File: src/rtl/score_keeper.sv
// Match scoring controller: accepts point results from the physics engine,
// freezes play between points and declares the match winner.
module score_keeper #(
  parameter int WIN_SCORE    = 7,
  parameter int PAUSE_FRAMES = 90
) (
  input  logic       clk,
  input  logic       rst_n,
  input  logic       frame_tick,
  input  logic       start_btn,
  input  logic       valid,
  input  logic       game_over,
  input  logic [1:0] winner,
  output logic       phys_en,
  output logic [3:0] p1_score,
  output logic [3:0] p2_score,
  output logic [1:0] state,
  output logic [1:0] match_winner,
  output logic       point_pulse
);

  typedef enum logic [1:0] {
    IDLE  = 2'd0,
    PLAY  = 2'd1,
    PAUSE = 2'd2,
    OVER  = 2'd3
  } state_e;

  localparam logic [4:0] WIN_SCORE_W    = 5'(WIN_SCORE);
  localparam logic [7:0] PAUSE_FRAMES_W = 8'(PAUSE_FRAMES);

  state_e     state_q, state_d;
  logic [3:0] p1_score_q, p1_score_d;
  logic [3:0] p2_score_q, p2_score_d;
  logic [1:0] match_winner_q, match_winner_d;
  logic       point_pulse_q, point_pulse_d;
  logic [7:0] pause_cnt_q, pause_cnt_d;
  logic       go_prev_q, go_prev_d;
  logic       start_prev_q, start_prev_d;

  logic       start_press;
  logic       winner_ok;
  logic       point_accept;
  logic [4:0] p1_inc;
  logic [4:0] p2_inc;
  logic [4:0] win_inc;

  assign start_press  = start_btn & ~start_prev_q;
  assign winner_ok    = (winner == 2'd1) || (winner == 2'd2);
  // go_prev blocks a game_over level held across several valid strobes
  assign point_accept = (state_q == PLAY) & valid & game_over & ~go_prev_q & winner_ok;

  assign p1_inc  = {1'b0, p1_score_q} + 5'd1;
  assign p2_inc  = {1'b0, p2_score_q} + 5'd1;
  assign win_inc = (winner == 2'd1) ? p1_inc : p2_inc;

  always_comb begin
    start_prev_d   = start_btn;
    go_prev_d      = valid ? game_over : go_prev_q;
    point_pulse_d  = point_accept;
    state_d        = state_q;
    p1_score_d     = p1_score_q;
    p2_score_d     = p2_score_q;
    match_winner_d = match_winner_q;
    pause_cnt_d    = pause_cnt_q;

    unique case (state_q)
      IDLE: begin
        if (start_press) begin
          state_d = PLAY;
        end
      end

      PLAY: begin
        if (point_accept) begin
          // Saturating guard keeps scores at or below WIN_SCORE
          if (winner == 2'd1 && p1_inc <= WIN_SCORE_W) begin
            p1_score_d = p1_inc[3:0];
          end else if (winner == 2'd2 && p2_inc <= WIN_SCORE_W) begin
            p2_score_d = p2_inc[3:0];
          end
          if (win_inc >= WIN_SCORE_W) begin
            state_d        = OVER;
            match_winner_d = winner;
          end else begin
            state_d     = PAUSE;
            pause_cnt_d = PAUSE_FRAMES_W;
          end
        end
      end

      PAUSE: begin
        if (frame_tick) begin
          if (pause_cnt_q <= 8'd1) begin
            state_d     = PLAY;
            pause_cnt_d = 8'd0;
          end else begin
            pause_cnt_d = pause_cnt_q - 8'd1;
          end
        end
      end

      OVER: begin
        if (start_press) begin
          state_d        = PLAY;
          p1_score_d     = 4'd0;
          p2_score_d     = 4'd0;
          match_winner_d = 2'd0;
        end
      end

      default: begin
        state_d = IDLE;
      end
    endcase
  end

  always_ff @(posedge clk or negedge rst_n) begin
    if (!rst_n) begin
      state_q        <= IDLE;
      p1_score_q     <= 4'd0;
      p2_score_q     <= 4'd0;
      match_winner_q <= 2'd0;
      point_pulse_q  <= 1'b0;
      pause_cnt_q    <= 8'd0;
      go_prev_q      <= 1'b0;
      start_prev_q   <= 1'b0;
    end else begin
      state_q        <= state_d;
      p1_score_q     <= p1_score_d;
      p2_score_q     <= p2_score_d;
      match_winner_q <= match_winner_d;
      point_pulse_q  <= point_pulse_d;
      pause_cnt_q    <= pause_cnt_d;
      go_prev_q      <= go_prev_d;
      start_prev_q   <= start_prev_d;
    end
  end

  // Registered state is IDLE during reset, so phys_en is forced low there too
  assign phys_en      = frame_tick & (state_q == PLAY);
  assign p1_score     = p1_score_q;
  assign p2_score     = p2_score_q;
  assign state        = state_q;
  assign match_winner = match_winner_q;
  assign point_pulse  = point_pulse_q;

endmodule

File: config.mk
export PLATFORM = sky130hd
export DESIGN_NAME = score_keeper
export DESIGN_NICKNAME = d
export VERILOG_FILES = /design/src/rtl/score_keeper.sv
export SDC_FILE = /design/constraint.sdc
export NUM_CORES = 1
export LEC_CHECK = 0
export CORE_UTILIZATION = 55
export DETAILED_ROUTE_END_ITERATION = 8
export PLACE_DENSITY = 0.78
export REMOVE_ABC_BUFFERS = 1
export SLEW_MARGIN = 10
export SYNTH_ARGS = -nofsm -noshare
export SYNTH_HDL_FRONTEND = slang
export SYNTH_SLANG_ARGS = --single-unit
export TNS_END_PERCENT = 50
File: constraint.sdc
create_clock -name clk -period 6.2 [get_ports clk]
set_input_delay 1.55 -clock clk [delete_from_list [all_inputs] [get_ports clk]]
set_output_delay 1.55 -clock clk [all_outputs]
set_load 0.03 [all_outputs]
==> impl_metrics.yaml, run 1 <==
power:
  ir_drop_mv: 0.312
  pwr-share-seq_pct: 31.7
  clkPwrFrac_pct: 9.0
  switchingPower_mw: 0.385
  finalPower_mw: 0.819
  power_density_mw_per_mm2: 482
  power.internal_mw: 0.434
  p_leak_nw: 0.738
  p_comb_share_pct: 59.3
  power_switching_share_pct: 47.0
status:
  status: "completed"
cells_and_area:
  area_growth_pct: 18.9
  fin_nets: 191
  final_common_cell: "dfrtp_1"
  most-common-layout-cells: "23 x dfrtp_1, 21 x clkdlybuf4s50_1, 13 x nor2_1, 13 x o21ai_0, 12 x inv_1"
  stdcell_count: 201
  num_antenna_cells: 0
  drive_gt1_share_pct: 8.77
cts:
  clockRootBuffer: "clkbuf_4"
  postCtsHoldBufs: 0
  tritoncts: "done"
  clk_pin_slew_ns: 0.13
  cts_buffer_depth: 2
  cts-htree-levels: 1
  clock-sinks: 23
  clock_latency_ns: 0.32
  post_cts_resized: 0
  cts_setup_buffers: 0
  numCtsBuffers: 3
sta:
  rsz0062_at_grt: "no"
  hold_viol: 0
  max_freq_mhz: 228
  setup_tns_ns: 0
  slew_violations: 0
  maxSlewHeadroom_pct: 30.3
  tightest_slew_ns: 1.04
  min_period_over_period_pct: 70.8
  finClkSkew_ns: 0.00442
  setup_viol: 0
  period_needed_ns: 4.39
setup_path:
  r2r_slack_ns: 3.36
  crit_fanout: 3
  crit_arrival_ns: 2.84
  cp-start-kind: "input port"
  cp_slowest_cell: "clkdlybuf4s50_1"
  required_ns: 4.65
  path_class: "input port to primary output"
  cpMostUsedCell: "clkdlybuf4s50_1"
  critPathMaxStageDelay_ns: 0.66
  worstReg2RegEnd: "pause_cnt_q[1]"
  r2r-start: "p2_score[0]"
  timing.critical_path.cells: "clkdlybuf4s50_1 > and2_1 > clkdlybuf4s50_1"
  r2r_cells: 6
  crit_path_end_kind: "primary output"
synthesis:
  syn_inst: 147
  post_synth_num_cell_types: 41
  ys_warn_count: 0
  netlist_area_mm2: 0.00143
  yosysSeqAreaShare_pct: 40.3
  ys_async_sr_fraction_pct: 100
  synth.largest_area_cell: "dfrtp_1"
  synth-seq-cells: 23
  synth-edff-count: 0
  synth_top_area_share_pct: 40.3
  ys.flop_type: "dfrtp_1"
  synth_area_leaders: "dfrtp_1 40%, ha_1 9.6%, mux2_2 5.5%"
  synth.avg_cell_area_um2: 9.71
drt:
  routed_wl_um: 2950
  dr.pass1.iters: 4
  drc: 0
  postRouteAntennaNets: 0
  drt_iter0_markers: 21
  vias_per_cell: 5.96
  vias: 1198
  routedWlPerCell_um: 14.7
placement:
  dp_cells: 197
  numPortBuffers: 21
  dp_hpwl_um: 2290
  gp_congestion: 0.797
grt:
  grt_overflow: 0
  antenna_found_initial: 0
  busiest_layer: "met2"
  grt_pass1_vias: 1127
  grt_pass1_wl_um: 4990
  use_met2_pct: 39.5
  grt_usage_pct: 24.6
  use_met1_pct: 34.3
  grt_max_degree: 24
  met3_usage_pct: 2.59
flow_run:
  maxCapViolCount: 0
floorplanning:
  core_mm2: 0.00245
  die_area_mm2: 0.00280
  die_h_um: 52.9
  start_util_pct: 58.2
  die_w_um: 52.9
  rows: 18
  ios: 22
hold_path:
  min_path_type: "flip-flop to flip-flop"
  hold_path_end: "go_prev_q"
  worst_hold_path.num_cells: 1
  hold_start: "go_prev_q"
power by group through the flow:
| stage | Sequential [mW] | Clock (mW) | Combinational, mW |
|---|---|---|---|
| after floorplan | 0.309 | 0 | 0.286 |
| final | 0.260 | 0.0734 | 0.486 |
| after detailed placement | 0.263 | 0 | 0.486 |
| after global placement | 0.257 | 0 | 0.470 |
| after global routing | 0.270 | 0.0825 | 0.537 |
| after CTS | 0.260 | 0.0758 | 0.488 |
area by class of cell:
class | instances | area (um2)
Inverter | 12 | 45.0
Tap cell | 30 | 37.5
Timing Repair Buffer | 21 | 210
Sequential cell | 23 | 576
Multi-Input combinational cell | 111 | 803
Fill cell | 203 | 757
Clock buffer | 4 | 26.3
per-stage QoR:
step | utilization [%] | cell area [um2] | hold WS (ns) | setup WS, ns
finish | 69.2 | 1700 | 0.519 | 1.81
CTS | 69.2 | 1700 | 0.524 | 1.81
global placement | 68.1 | 1670 | 0.486 | 1.83
detailed placement | 68.1 | 1670 | 0.493 | 1.82
global route | 69.2 | 1700 | 0.543 | 1.75
floorplan | - | 1420 | 0.473 | 2.82
sequential cells by signal, indices dropped and copies added, names as in the netlist:
name	cells
match_winner	2
start_prev_q	1
p2_score	4
go_prev_q	1
point_pulse	1
pause_cnt_q	8
p1_score	4
state	2
critical path: cells and delay by family:
kind	cells	cell delay, ns
simple gates	1	0.13
buf+inv	2	1.15
synth_stat cells, drive strengths merged (2+ instances only):
| library cell | instances |
|---|---|
| nor2 | 13 |
| nand2b | 4 |
| o41ai | 3 |
| a31oi | 2 |
| mux2 | 9 |
| nand2 | 7 |
| or2 | 2 |
| nor3 | 2 |
| ha | 11 |
| o211ai | 3 |
| o21ai | 13 |
| mux2i | 2 |
| a31o | 2 |
| inv | 12 |
| dfrtp | 23 |
| or4 | 2 |
| nand3 | 6 |
| and2 | 4 |
| o2bb2ai | 2 |
| nor2b | 5 |
worst max path at each step:
stage | depth (start not counted) | to | slack (ns) | from
floorplan | 1 | phys_en | 2.82 | frame_tick
global placement | 3 | phys_en | 1.83 | frame_tick
detailed placement | 3 | phys_en | 1.82 | frame_tick
CTS | 3 | phys_en | 1.81 | frame_tick
global route | 3 | phys_en | 1.75 | frame_tick
finish | 3 | phys_en | 1.81 | frame_tick
cells by family (layout without fill, tap and decap cells):
kind of cell             after synthesis  in the layout  synth area share, %
XOR/XNOR                               1              1                0.614
flip-flops                            23             23                 40.3
AO/OA/AOI/OAI                         37             37                 18.7
multiplexers                          11             11                 8.50
AND/OR/NAND/NOR                       51             51                 18.8
buffers and inverters                 13             37                 3.42
adder cells (fa/ha/maj)               11             11                 9.64
per-layer routing:
layer | share of wire (%) | vias to the layer above
li1 | - | 592
met1 | 48 | 574
met2 | 47 | 27
met3 | 3.1 | 5
met4 | 1.7 | 0
met5 | 0 | -
No activity file was read; power rests on OpenSTA's default activity.
==> run 2, diff against run 1 <==
CORE_UTILIZATION = 53   (was 55)
PLACE_DENSITY = 0.76   (was 0.78)
clock period = 4.5 ns   (was 6.2 ns; I/O delays follow)
==> impl_metrics.yaml, run 2 (synthesis results as in run 1) <==
status:
  status: "completed"
floorplanning:
  die_area_mm2: 0.00291
  die_h_um: 53.9
  ios: 22
  rows: 18
  core_mm2: 0.00252
  start_util_pct: 56.6
  die_w_um: 53.9
cells_and_area:
  fin_nets: 192
  final_cell_area_mm2: 0.00171
  most-common-layout-cells: "23 x dfrtp_1, 21 x clkdlybuf4s50_1, 13 x nor2_1, 13 x o21ai_0, 12 x inv_1"
  top_register: "pause_cnt_q"
  register_area_um2: 576
  multiInputGateArea_um2: 803
  num_antenna_cells: 0
  area_growth_pct: 19.5
  final_common_cell: "dfrtp_1"
  fillCellCount: 219
  largest_reg_flops: 8
  drive_gt1_share_pct: 9.30
setup_path:
  crit_path_end_kind: "primary output"
  path_class: "input port to primary output"
  crit_fanout: 3
  cp-start-kind: "input port"
  required_ns: 3.38
  crit_arrival_ns: 2.42
drt:
  drt_iter0_markers: 40
  drc: 0
  dr.pass1.iters: 4
  postRouteAntennaNets: 0
  routedWlPerCell_um: 14.9
  vias: 1202
  routed_wl_um: 3010
  vias_per_cell: 5.95
cts:
  cts-htree-levels: 1
  cts_setup_buffers: 0
  clock-sinks: 23
  cts_buffer_depth: 2
  postCtsHoldBufs: 0
  numCtsBuffers: 3
  post_cts_resized: 0
  clock_latency_ns: 0.31
  clockRootBuffer: "clkbuf_4"
  clk_pin_slew_ns: 0.12
  tritoncts: "done"
grt:
  grt_pass1_vias: 1183
  grt_overflow: 0
  grt_usage_pct: 24.7
  grt_max_degree: 24
  antenna_found_initial: 0
  grt_pass1_wl_um: 5120
sta:
  min_period_over_period_pct: 78.7
  setup_viol: 0
  hold_viol: 0
  period_needed_ns: 3.54
  rsz0062_at_grt: "no"
  finClkSkew_ns: 0.00322
  max_freq_mhz: 282
  slew_violations: 0
  tightest_slew_ns: 1.02
  maxSlewHeadroom_pct: 31.5
  setup_tns_ns: 0
power:
  p_leak_nw: 0.743
  ir_drop_mv: 0.491
  power_density_mw_per_mm2: 668
placement:
  place_area_mm2: 0.00168
  dp_hpwl_um: 2280
  gp_congestion: 0.894
  numPortBuffers: 21
hold_path:
  min_path_type: "flip-flop to flip-flop"
flow_run:
  maxCapViolCount: 0
==> run 2: cell types whose count changed in the layout (fill, tap and decap cells not counted) <==
cell / before / now
buf_4: 0 / 1
==> run 2: power by group <==
group	leakage (nW)	internal, mW	switching [mW]
clock network	0.0150	0.0347	0.0621
registers	0.268	0.273	0.0877
logic	0.460	0.299	0.383
total	0.743	0.607	0.533
==> run 2: worst paths after layout <==
check / startpoint / to / slack [ns] / cells after the start
setup / recovery: frame_tick / phys_en / 0.96 / 3
hold / removal: match_winner[0] / match_winner[0] / 0.52 / 1
setup reg to reg: state[1] / pause_cnt_q[0] / 1.96 / 8
hold reg to reg: match_winner[0] / match_winner[0] / 0.52 / 1
max in group asynchronous: rst_n / state[0] / 2.53 / 1
min in group asynchronous: rst_n / p1_score[1] / 1.36 / 1
==> run 2: worst max-delay path: stages <==
cell and delay, ns:
clkdlybuf4s50_1 0.50, and2_1 0.13, clkdlybuf4s50_1 0.66
==> run 2: layout make-up <==
type                    count  area share, %
inverters                  12           2.64
flip-flops and latches     23           33.7
multi-input cells         111           47.1
well taps                  30           2.20
clock buffers               4           1.54
repair buffers             22           12.8
==> run 2: layer usage <==
layer,vias to the layer above,track usage [%],share of wire [%]
li1,585,-,-
met3,2,6.78,4.5
met5,-,0,0
met2,35,38.7,46
met4,0,7.46,0.66
met1,580,32.8,49
==> run 2: stage by stage <==
step | util, % | std cells | hold slack (ns) | setup WS [ns] | power [mW]
floorplan | - | 146 | 0.473 | 1.72 | 0.819
global placement | 66.6 | 198 | 0.495 | 0.968 | 1.02
detailed placement | 66.6 | 198 | 0.498 | 0.952 | 1.04
CTS | 67.6 | 202 | 0.525 | 0.952 | 1.14
global route | 67.6 | 202 | 0.539 | 0.919 | 1.23
finish | 67.6 | 202 | 0.519 | 0.958 | 1.14
